[config.mk]
export PLATFORM = sky130hd
export DESIGN_NAME = interval_scheduler_flat
export DESIGN_NICKNAME = d
export VERILOG_FILES = /design/src/rtl/interval_sched_pkg.sv /design/src/rtl/interval_scheduler_if.sv /design/src/rtl/interval_counter.sv /design/src/rtl/interval_scheduler.sv /design/src/flat_wrapper.sv
export SDC_FILE = /design/constraint.sdc
export NUM_CORES = 1
export LEC_CHECK = 0
export CORE_MARGIN = 2
export CORE_UTILIZATION = 31
export DETAILED_ROUTE_END_ITERATION = 10
export GPL_TIMING_DRIVEN = 1
export HOLD_SLACK_MARGIN = 0.02
export SYNTH_ARGS = -nofsm -noshare
export SYNTH_HDL_FRONTEND = slang
export SYNTH_SLANG_ARGS = --single-unit
export TNS_END_PERCENT = 30
[constraint.sdc]
create_clock -name clk -period 6.2 [get_ports clk]
set_input_delay 1.24 -clock clk [delete_from_list [all_inputs] [get_ports clk]]
set_output_delay 1.24 -clock clk [all_outputs]
set_load 0.01 [all_outputs]
[src/rtl/interval_sched_pkg.sv]
// Shared types and helpers for the interval scheduler.
//   state_t  : scheduler phase (IDLE, RUN, DONE)
//   pick_t   : round-robin result (valid flag + winner index)
//   rr_pick  : round-robin search upward from last+1, modulo n
package interval_sched_pkg;

  localparam int NREQ_DEF = 4;
  localparam int CW_DEF   = 32;
  localparam int MAX_NREQ = 16;

  typedef logic [3:0] idx_t;

  typedef enum logic [1:0] {
    S_IDLE = 2'd0,
    S_RUN  = 2'd1,
    S_DONE = 2'd2
  } state_t;

  typedef struct packed {
    logic valid;
    idx_t idx;
  } pick_t;

  // Visits last+1, last+2, ... (mod n) and returns the first requester found.
  function automatic pick_t rr_pick(input logic [MAX_NREQ-1:0] req_vec,
                                    input idx_t                 last,
                                    input int                   n);
    pick_t p;
    idx_t  cand;
    p = '0;
    for (int i = 1; i <= MAX_NREQ; i++) begin
      cand = idx_t'((int'(last) + i) % n);
      if (i <= n && !p.valid && req_vec[cand]) begin
        p.valid = 1'b1;
        p.idx   = cand;
      end
    end
    return p;
  endfunction

endpackage

[src/rtl/interval_scheduler_if.sv]
// Requester-side bundle of the interval scheduler.
//   req      : per-requester request level
//   duration : packed window lengths, requester i at [i*CW +: CW]
//   grant    : one-hot owner of the counter (or zero)
//   done     : one-cycle completion pulse per requester
//   busy     : scheduler not idle
//   count    : current interval count
interface interval_scheduler_if #(
  parameter int NREQ = 4,
  parameter int CW   = 32
);
  logic [NREQ-1:0]    req;
  logic [NREQ*CW-1:0] duration;
  logic [NREQ-1:0]    grant;
  logic [NREQ-1:0]    done;
  logic               busy;
  logic [CW-1:0]      count;

  modport master (output req, duration, input grant, done, busy, count);
  modport slave  (input req, duration, output grant, done, busy, count);
endinterface

[src/rtl/interval_counter.sv]
// CW-bit up counter shared by all requesters.
//   clk, rst_n : clock, asynchronous active-low reset
//   en         : increment this cycle
//   clr        : synchronous clear, takes priority over en
//   count      : current value
module interval_counter #(
  parameter int CW = 32
) (
  input  logic          clk,
  input  logic          rst_n,
  input  logic          en,
  input  logic          clr,
  output logic [CW-1:0] count
);

  logic [CW-1:0] count_q, count_d;

  always_comb begin
    // NOTE: default assignment first so every path drives count_d and no latch is inferred.
    count_d = count_q;
    if (clr)     count_d = '0;
    else if (en) count_d = count_q + CW'(1);
  end

  always_ff @(posedge clk or negedge rst_n) begin
    // NOTE: non-blocking assignment so the flop samples pre-edge values like every other flop.
    if (!rst_n) count_q <= '0;
    else        count_q <= count_d;
  end

  assign count = count_q;

endmodule

[src/rtl/interval_scheduler.sv]
// Round-robin scheduler sharing one interval counter between NREQ requesters.
// A winner gets the counter for exactly its latched duration, then receives a
// one-cycle done pulse. Dropping req during the window cancels it silently.
//   clk   : rising-edge clock
//   reset : asynchronous active-low reset
//   bus   : requester bundle (req, duration in; grant, done, busy, count out)
module interval_scheduler
  import interval_sched_pkg::*;
#(
  parameter int NREQ = NREQ_DEF,
  parameter int CW   = CW_DEF
) (
  input logic                 clk,
  input logic                 reset,
  interval_scheduler_if.slave bus
);

  state_t        state_q, state_d;
  idx_t          win_q, win_d;
  idx_t          last_q, last_d;
  logic [CW-1:0] dur_q, dur_d;

  logic [MAX_NREQ-1:0] req_ext;
  pick_t               pick;
  logic [CW-1:0]       dur_sel;
  logic [NREQ-1:0]     win_oh;
  logic                req_w;
  logic [CW-1:0]       cnt;
  logic                cnt_en, cnt_clr;

  always_comb begin
    req_ext             = '0;
    req_ext[NREQ-1:0]   = bus.req;
    pick                = rr_pick(req_ext, last_q, NREQ);
  end

  // Duration of the candidate winner; only meaningful while pick.valid.
  always_comb begin
    dur_sel = '0;
    for (int i = 0; i < NREQ; i++) begin
      if (pick.idx == idx_t'(i)) dur_sel = bus.duration[i*CW +: CW];
    end
  end

  always_comb begin
    win_oh = '0;
    for (int i = 0; i < NREQ; i++) begin
      if (win_q == idx_t'(i)) win_oh[i] = 1'b1;
    end
  end

  // Only the current winner's request matters once the window is running.
  assign req_w = |(bus.req & win_oh);

  always_comb begin
    state_d = state_q;
    win_d   = win_q;
    last_d  = last_q;
    dur_d   = dur_q;
    unique case (state_q)
      S_IDLE: begin
        if (pick.valid) begin
          win_d   = pick.idx;
          last_d  = pick.idx;
          dur_d   = dur_sel;
          state_d = (dur_sel != '0) ? S_RUN : S_DONE;
        end
      end
      S_RUN: begin
        // Cancel is checked first so it wins over a coincident final count.
        if (!req_w)                        state_d = S_IDLE;
        else if (cnt == dur_q - CW'(1))    state_d = S_DONE;
      end
      S_DONE:  state_d = S_IDLE;
      default: state_d = S_IDLE;
    endcase
  end

  always_ff @(posedge clk or negedge reset) begin
    if (!reset) begin
      state_q <= S_IDLE;
      win_q   <= '0;
      last_q  <= idx_t'(NREQ - 1);
      dur_q   <= '0;
    end else begin
      state_q <= state_d;
      win_q   <= win_d;
      last_q  <= last_d;
      dur_q   <= dur_d;
    end
  end

  // Counter is held at zero in IDLE and cleared on the edge that leaves RUN,
  // so it reads 0 in DONE and starts from 0 on the first RUN cycle.
  assign cnt_en  = (state_q == S_RUN);
  assign cnt_clr = (state_q == S_IDLE) || ((state_q == S_RUN) && (state_d != S_RUN));

  interval_counter #(.CW(CW)) u_counter (
    .clk   (clk),
    .rst_n (reset),
    .en    (cnt_en),
    .clr   (cnt_clr),
    .count (cnt)
  );

  // Outputs decode registered state only; no input reaches them combinationally.
  assign bus.grant = (state_q == S_RUN)  ? win_oh : '0;
  assign bus.done  = (state_q == S_DONE) ? win_oh : '0;
  assign bus.busy  = (state_q != S_IDLE);
  assign bus.count = cnt;

endmodule

[src/flat_wrapper.sv]
// flat-port wrapper written by rule: the top's interface ports become plain ports
module interval_scheduler_flat import interval_sched_pkg::*;
#(
  parameter int NREQ = NREQ_DEF,
  parameter int CW   = CW_DEF
)
  (clk, reset, bus_req, bus_duration, bus_grant, bus_done, bus_busy, bus_count);
  interval_scheduler_if #(.NREQ(NREQ), .CW(CW)) bus_i ();
  input logic clk;
  input logic reset;
  input wire logic [$bits(bus_i.req)-1:0] bus_req;
  input wire logic [$bits(bus_i.duration)-1:0] bus_duration;
  output wire logic [$bits(bus_i.grant)-1:0] bus_grant;
  output wire logic [$bits(bus_i.done)-1:0] bus_done;
  output wire logic [$bits(bus_i.busy)-1:0] bus_busy;
  output wire logic [$bits(bus_i.count)-1:0] bus_count;
  assign bus_i.req = bus_req;
  assign bus_i.duration = bus_duration;
  assign bus_grant = bus_i.grant;
  assign bus_done = bus_i.done;
  assign bus_busy = bus_i.busy;
  assign bus_count = bus_i.count;
  interval_scheduler #(.NREQ(NREQ), .CW(CW)) u_core (.clk(clk), .reset(reset), .bus(bus_i));
endmodule
==> results.txt, run 1 <==
----------------------------------------------------
[Power and ir drop]
  Leakage ... 3.10 nW
  Total power density per cell area ... 351 nW/µm²
  Total power ... 2.76 mW
  Worst IR drop on VDD ... around 0.34 mV

[STA]
  Final hold violation count ... 0
  Ratio of final minimum period to clock period ... 0.704
  Setup_tns ... 0 ns
  Fin. max-slew vios ... 0
  Setup repair after global routing missed its margin ... false
  Maximum achievable frequency ... between 0.2 and 0.25 GHz
  Slew at the pin with the worst max-slew slack ... between 1 and 1.5 ns
  Final setup violation count ... 0
  Tmin final ... between 4 and 5 ns
  Tightest slew margin relative to the limit ... 0.191
  Clock skew ... roughly 0.0078 ns

[Placement]
  Routability cong. ... around 0.94
  Placed wire-length estimate ... 15000 µm
  Number of port buffers ... ~170

[Detailed routing]
  Number of nets with antenna violations after routing ... 0
  Total via count after detailed routing ... 5194
  Initial detailed-routing violation count ... 223
  Via-to-Cell Ratio ... ~5.2
  Total met2 wirelength after detailed routing ... 9590 µm
  Routed wire length on met3 ... approximately 640 µm
  Met1 wire length ... just over 8000 µm
  Average routed wire per standard cell ... 18.8 µm
  Wirelength, routed ... between 15000 and 20000 µm
  DRC violations left ... 0
  DRT Pass-1 Iters ... 5
  Uppermost routed layer ... met4

[Global route]
  Number of global-route vias before repair ... 5316
  Maximum number of pins on one net before global-route repair ... 71
  Antenna violations before repair ... 0
  Wire length of the first global-routing pass ... between 20000 and 30000 µm
  Remaining global-route overflow ... 0
  Global-route total usage across every layer ... 0.193

[Finish]
  Post-layout nets ... slightly below 900
  Sequential cell area in the final layout ... ~1800 µm²
  Syn-to-layout area delta ... 41.0%
  Diodes inserted ... 0
  Number of inserted filler cells in the final layout ... ~1700
  Fraction of final layout cells sized beyond drive strength 1 ... 0.112
  Area occupied by multi-input gates ... between 3000 and 4000 µm²
  End-of-flow core utilization ... 0.442

[Synth]
  Number of flip-flops and latches in the synthesized netlist ... 70
  Most instantiated flip-flop cell in the synthesis netlist ... dfrtp_1
  Avg Inst Size Synth ... roughly 9.4 µm²
  Area of the mapped netlist ... roughly 5600 µm²
  Post-synth top area cell ... dfrtp_1
  Most repeated cell in the gate-level netlist after synthesis ... mux2i_1
  Synth warnings ... 0
  Fraction of the yosys area taken by sequential cells ... 0.315
  Synth async-reset ratio ... 1.00
  Net Count, Synth ... between 700 and 800
  Number of instances in the synthesized netlist ... 594
  Top post-synthesis cells by count ... mux2i_1 (99), dfrtp_1 (68), nor2_1 (46), nand2_1 (38), xnor2_1 (36)
  Most area-consuming cells after synthesis ... dfrtp_1 (31%), mux2i_1 (18%), mux2_2 (5.9%)
  Number of unique standard cell types used by synthesis ... 63
  Number of enable flip-flop cells after synthesis ... 0
  Fraction of post-synthesis cell area in the top cell type by area ... 0.306

[Critical path]
  Startpoint type of the worst setup path ... input port
  Cell at the slowest stage of the critical path ... a31oi_4
  Data required time of the critical path ... approximately 6.5 ns
  Maximum fanout encountered on the critical timing path ... 32
  Startpoint-to-endpoint class of the critical path ... input port to flip-flop
  Largest incremental delay on the critical path ... about 1 ns
  Worst path arrival time ... 4.63 ns
  Kind of cell with the highest combined delay on the critical path ... compound AO/OA/AOI/OAI gates
  CP Capture Type ... flip-flop
  Ordered list of cells on the worst path ... clkdlybuf4s50_1 -> nand3b_1 -> a31oi_4 -> buf_12 -> mux2i_1 -> mux2i_1 -> nor4_1 -> nand4_1 -> nor3b_1 -> a41o_1
  Worst path buffer plus inverter count ... 2
  Most repeated library cell on the critical path ... mux2i_1

[CTS]
  Number of buffers on the longest clock path ... 2
  Clk pin slew, worst setup/hold paths ... ~0.060 ns
  # H-tree levels ... 3
  Clock tree from TritonCTS ... done
  Gates resized, CTS repair ... 0
  Buffers inserted during post-CTS setup optimization ... 0
  Clock tree root driver cell ... clkbuf_16
  Number of buffers added by the clock tree synthesis step ... 9
  Worst-skew pair later-pin latency ... ~0.33 ns
  Count of hold buffers inserted by post-cts repair ... 0
  Clock Sinks ... 70

[Die]
  Y dimension of the die ... about 140 µm
  Starting density of the core ... 0.313
  Die X-Extent ... roughly 140 µm
  Die Footprint ... between 15000 and 20000 µm²
  Core footprint ... 17800 µm²
  Number of top-level design ports ... ~180
  Placement row count ... 49

[Job]
  Max-cap violations ... 0

[Run status]
  Result of the run ... complete, no violations

[Worst hold path]
  Hold crit path type ... flip-flop to flip-flop

----------------------------------------------------
## cell families after synthesis
logic type / synth area share
compound gates: 0.0722
xor+xnor: 0.107
fa+ha+maj: 0.00449
buf+inv: 0.0335
flops: 0.315
mux: 0.241
simple gates: 0.226
## final timing paths
check / startpoint / to / slack (ns) / depth (start not counted)
setup / recovery: bus_req[3] / u_core.state_q[1] / 1.83 / 10
hold / removal: u_core.last_q[0] / u_core.last_q[0] / 0.54 / 2
setup reg to reg: u_core.dur_q[5] / u_core.u_counter.count[10] / 2.11 / 8
hold reg to reg: u_core.last_q[0] / u_core.last_q[0] / 0.54 / 2
max in group asynchronous: reset / u_core.u_counter.count[19] / 4.50 / 2
min in group asynchronous: reset / u_core.win_q[0] / 1.12 / 2
## cell type report
class                   count  area share
clock buffers              13      0.0332
repair buffers            183       0.231
inverters                  12     0.00574
clock inverters             3     0.00255
well taps                 229      0.0365
flip-flops and latches     70       0.223
multi-input cells         481       0.467
## per-stage QoR
| stage | hold slack [ns] | setup WS [ns] | std cells | cell area, µm² |
|---|---|---|---|---|
| after detailed placement | 0.531 | 1.51 | 975 | 7570 |
| after global placement | 0.517 | 1.64 | 975 | 7570 |
| after global routing | 0.562 | 1.56 | 991 | 7850 |
| final | 0.539 | 1.83 | 991 | 7850 |
| after floorplan | 0.498 | 2.69 | 594 | 5570 |
| after CTS | 0.540 | 1.84 | 991 | 7850 |
## sequential cells by signal, summed over array words and instances, names as in the netlist
register / cells
u_core.dur_q: 32
u_core.state_q: 2
u_core.u_counter.count: 32
u_core.win_q: 2
u_core.last_q: 2
## power breakdown
part	internal (mW)	switching (mW)
registers	0.595	0.244
logic	0.695	0.735
clock network	0.292	0.194
## worst reg2reg max path: stages (launching register included)
cell and delay (ns):
dfrtp_1 0.47, nor4_2 0.83, nand4_2 0.42, nor4b_1 0.50, xnor2_1 0.19, nor3b_1 0.41, nand4b_4 0.22, a21oi_4 0.75
nor2_1 0.14
## routing by layer
layer  GRT usage  vias to the layer above
met3      0.0239                       17
met1       0.255                     2560
met4      0.0360                        0
li1            -                     2493
met5           0                        -
met2       0.343                      124
## layout by cell type, fill, tap and decap left out, types with 6 or more instances in the layout
cell             count
clkdlybuf4s50_1    173
mux2i_1             99
dfrtp_1             68
nor2_1              46
nand2_1             38
xnor2_1             36
xor2_1              32
mux2_2              29
nor4_1              19
o21ai_0             18
nor3_1              17
nand3_1             15
nand4_1             13
inv_1               12
nand2b_1            10
nor2_2              10
clkbuf_16            9
buf_4                8
and3_1               7
or3_1                6
(Power assumes the default switching activity.)
==> run 2, diff against run 1 <==
==> constraint.sdc (replaced) <==
create_clock -name clk -period 3.95 [get_ports clk]
set_input_delay 0.79 -clock clk [delete_from_list [all_inputs] [get_ports clk]]
set_output_delay 0.79 -clock clk [all_outputs]
set_load 0.01 [all_outputs]
==> run 2 against run 1 <==
Utilization increased by 0.69 points. Clock power increased by 79%. Sequential power increased by 56%.
==> results.txt, run 2 (same netlist as run 1, synthesis figures left out) <==
----------------------------------------------------
[Worst hold path]
  Hold crit path type ... flip-flop to flip-flop
  Startpoint of the tightest hold check path ... u_core.last_q[0]

[Global route]
  Maximum number of pins on one net before global-route repair ... 71 (unchanged)
  Remaining global-route overflow ... 0 (unchanged)
  Antenna violations before repair ... 1 (+1)
  Global-route total usage across every layer ... 0.196 (+0.00283)
  Number of global-route vias before repair ... 5406 (+1.7%)
  Wire length of the first global-routing pass ... 29900 µm (+0.65%)

[Critical path]
  Worst path arrival time ... 3.50 ns (-1.13 ns)
  Most repeated library cell on the critical path ... mux2i_1
  Data required time of the critical path ... 4.17 ns (-2.30 ns)
  Startpoint-to-endpoint class of the critical path ... input port to flip-flop
  Slack of the worst reg-to-reg path ... 0.73 ns (-1.38 ns)
  Ordered list of cells on the worst path ... clkdlybuf4s50_1 -> nand3b_1 -> a31oi_4 -> buf_12 -> buf_4 -> mux2i_1 -> mux2i_1 -> nor4_1 -> nand4_1 -> o21ai_0 -> nand2_1
  Beginning of the critical path ... bus_req[3]
  Startpoint type of the worst setup path ... input port
  Kind of cell with the highest combined delay on the critical path ... buffers and inverters
  Largest incremental delay on the critical path ... 0.56 ns (-0.42 ns)
  Maximum fanout encountered on the critical timing path ... 39 (+22%)
  Cell at the slowest stage of the critical path ... clkdlybuf4s50_1
  Startpoint of the worst-slack reg-to-reg timing path ... u_core.dur_q[20]
  CP Capture Type ... flip-flop
  Worst path buffer plus inverter count ... 3 (+1)

[Power and ir drop]
  Part of the power in registers ... 0.293 (-0.012)
  Part of the total power dissipated in the clock network ... 0.193 (+0.017)
  Internal power ... 2.64 mW (+67%)
  Total power density per cell area ... 563 nW/µm² (+60%)
  Comb power frac ... 0.514 (-0.005)
  Leakage ... 3.17 nW (+2.2%)
  Sw Ratio ... 0.411 (-0.0145)
  Worst IR drop on VDD ... 0.640 mV (+90%)
  Psw ... 1.85 mW (+57%)

[STA]
  Fin. max-slew vios ... 0 (unchanged)
  Final setup violation count ... 0 (unchanged)
  Maximum achievable frequency ... 0.304 GHz
  Setup_tns ... 0 ns (unchanged)
  Ratio of final minimum period to clock period ... 0.832
  Tmin final ... ~3.3 ns
  Final hold violation count ... 0 (unchanged)
  Slew at the pin with the worst max-slew slack ... 0.906 ns (-0.309 ns)
  Tightest slew margin relative to the limit ... 0.396 (+0.206)
  Setup repair after global routing missed its margin ... false
  Clock skew ... 0.00658 ns (-0.00124 ns)

[Detailed routing]
  DRC violations left ... 0 (unchanged)
  Wirelength, routed ... 18600 µm (-0.18%)
  Total via count after detailed routing ... 5176 (-0.35%)
  Initial detailed-routing violation count ... 298 (+34%)
  Number of nets with antenna violations after routing ... 0 (unchanged)
  Average routed wire per standard cell ... 18.6 µm (-0.98%)
  DRT Pass-1 Iters ... 4 (-1)
  Via-to-Cell Ratio ... 5.18 (-1.1%)

[Placement]
  Placed wire-length estimate ... 15000 µm (+0.47%)
  Number of port buffers ... 174 (unchanged)
  Routability cong. ... 0.879 (-6.8%)

[Job]
  Max-cap violations ... 0 (unchanged)

[Finish]
  Number of inserted filler cells in the final layout ... 1688 (-2.5%)
  End-of-flow core utilization ... 0.448 (+0.00690)
  Post-layout nets ... 901 (+0.90%)
  Most common cell after layout, fill and taps aside ... clkdlybuf4s50_1
  Sequential cell area in the final layout ... 1750 µm² (unchanged)
  Diodes inserted ... 0 (unchanged)
  Fraction of final layout cells sized beyond drive strength 1 ... 0.119 (+0.00793)
  Highest-count cells in the layout ignoring fill and taps ... clkdlybuf4s50_1 (173), mux2i_1 (99), dfrtp_1 (68), nor2_1 (46), nand2_1 (38)
  Syn-to-layout area delta ... 43.2%
  Area occupied by multi-input gates ... 3670 µm² (unchanged)

[CTS]
  Buffers inserted during post-CTS setup optimization ... 0 (unchanged)
  Clock tree root driver cell ... clkbuf_16
  # H-tree levels ... 3 (unchanged)
  Number of buffers on the longest clock path ... 2 (unchanged)
  Clock Sinks ... 70 (unchanged)
  Count of hold buffers inserted by post-cts repair ... 0 (unchanged)
  Gates resized, CTS repair ... 0 (unchanged)
  Clk pin slew, worst setup/hold paths ... 0.05 ns (about the same)
  Number of buffers added by the clock tree synthesis step ... 9 (unchanged)
  Worst-skew pair later-pin latency ... 0.34 ns (about the same)
  Clock tree from TritonCTS ... done

[Die]
  Placement row count ... 49 (unchanged)
  Starting density of the core ... 0.313 (unchanged)
  Y dimension of the die ... 138 µm (unchanged)
  Number of top-level design ports ... 175 (unchanged)
  Die X-Extent ... 138 µm (unchanged)
  Die Footprint ... 19000 µm² (unchanged)
  Core footprint ... 17800 µm² (unchanged)

[Run status]
  Result of the run ... complete, no violations

----------------------------------------------------
==> run 2: worst paths after layout <==
check,end,cells past startpoint
worst max-delay path,u_core.state_q[0],11
worst min register to register,u_core.last_q[0],2
worst max register to register,u_core.u_counter.count[30],9
worst min-delay path,u_core.last_q[0],2
max in group asynchronous,u_core.u_counter.count[23],2
min in group asynchronous,u_core.win_q[0],2
==> run 2: metal layers <==
metal | share of wire | vias up | GRT usage
li1 | - | 2503 | -
met1 | 0.43 | 2559 | 0.240
met2 | 0.52 | 87 | 0.352
met3 | 0.035 | 27 | 0.0378
met4 | 0.018 | 0 | 0.0537
met5 | 0 | - | 0
==> run 2: power by group through the flow <==
stage,Clock (mW),Combinational (mW),Sequential (mW)
final,0.868,2.31,1.31
after floorplan,0,1.70,1.13
after detailed placement,0,2.30,1.32
after global routing,0.924,2.52,1.35
after CTS,0.889,2.31,1.31
after global placement,0,2.26,1.32
==> run 2: stage by stage <==
step | total power, mW | setup WS [ns] | cells | hold WS (ns) | cell area (µm²)
2_1_floorplan | 2.83 | 0.890 | 594 | 0.494 | 5570
3_3_place_gp | 3.58 | 0.502 | 983 | 0.519 | 7650
3_5_place_dp | 3.62 | 0.426 | 983 | 0.528 | 7650
4_1_cts | 4.51 | 0.750 | 999 | 0.538 | 7970
5_1_grt | 4.79 | 0.516 | 999 | 0.573 | 7970
6_report | 4.49 | 0.662 | 999 | 0.530 | 7970
==> run 2: area by class of cell <==
cell class | instances | area share
Inverter | 12 | 0.00565
Multi-Input combinational cell | 481 | 0.460
Timing Repair Buffer | 191 | 0.239
Clock inverter | 3 | 0.00847
Tap cell | 229 | 0.0359
Sequential cell | 70 | 0.220
Clock buffer | 13 | 0.0314
==> run 2: worst register-to-register path, stage by stage (launching register included) <==
cell and delay, ns:
dfrtp_1 0.49, or4_4 0.62, or4_1 0.56, a2111oi_2 0.38
a21boi_1 0.13, nand3b_1 0.17, nand4b_4 0.25, a21oi_4 0.21
buf_12 0.20, nor2_1 0.10
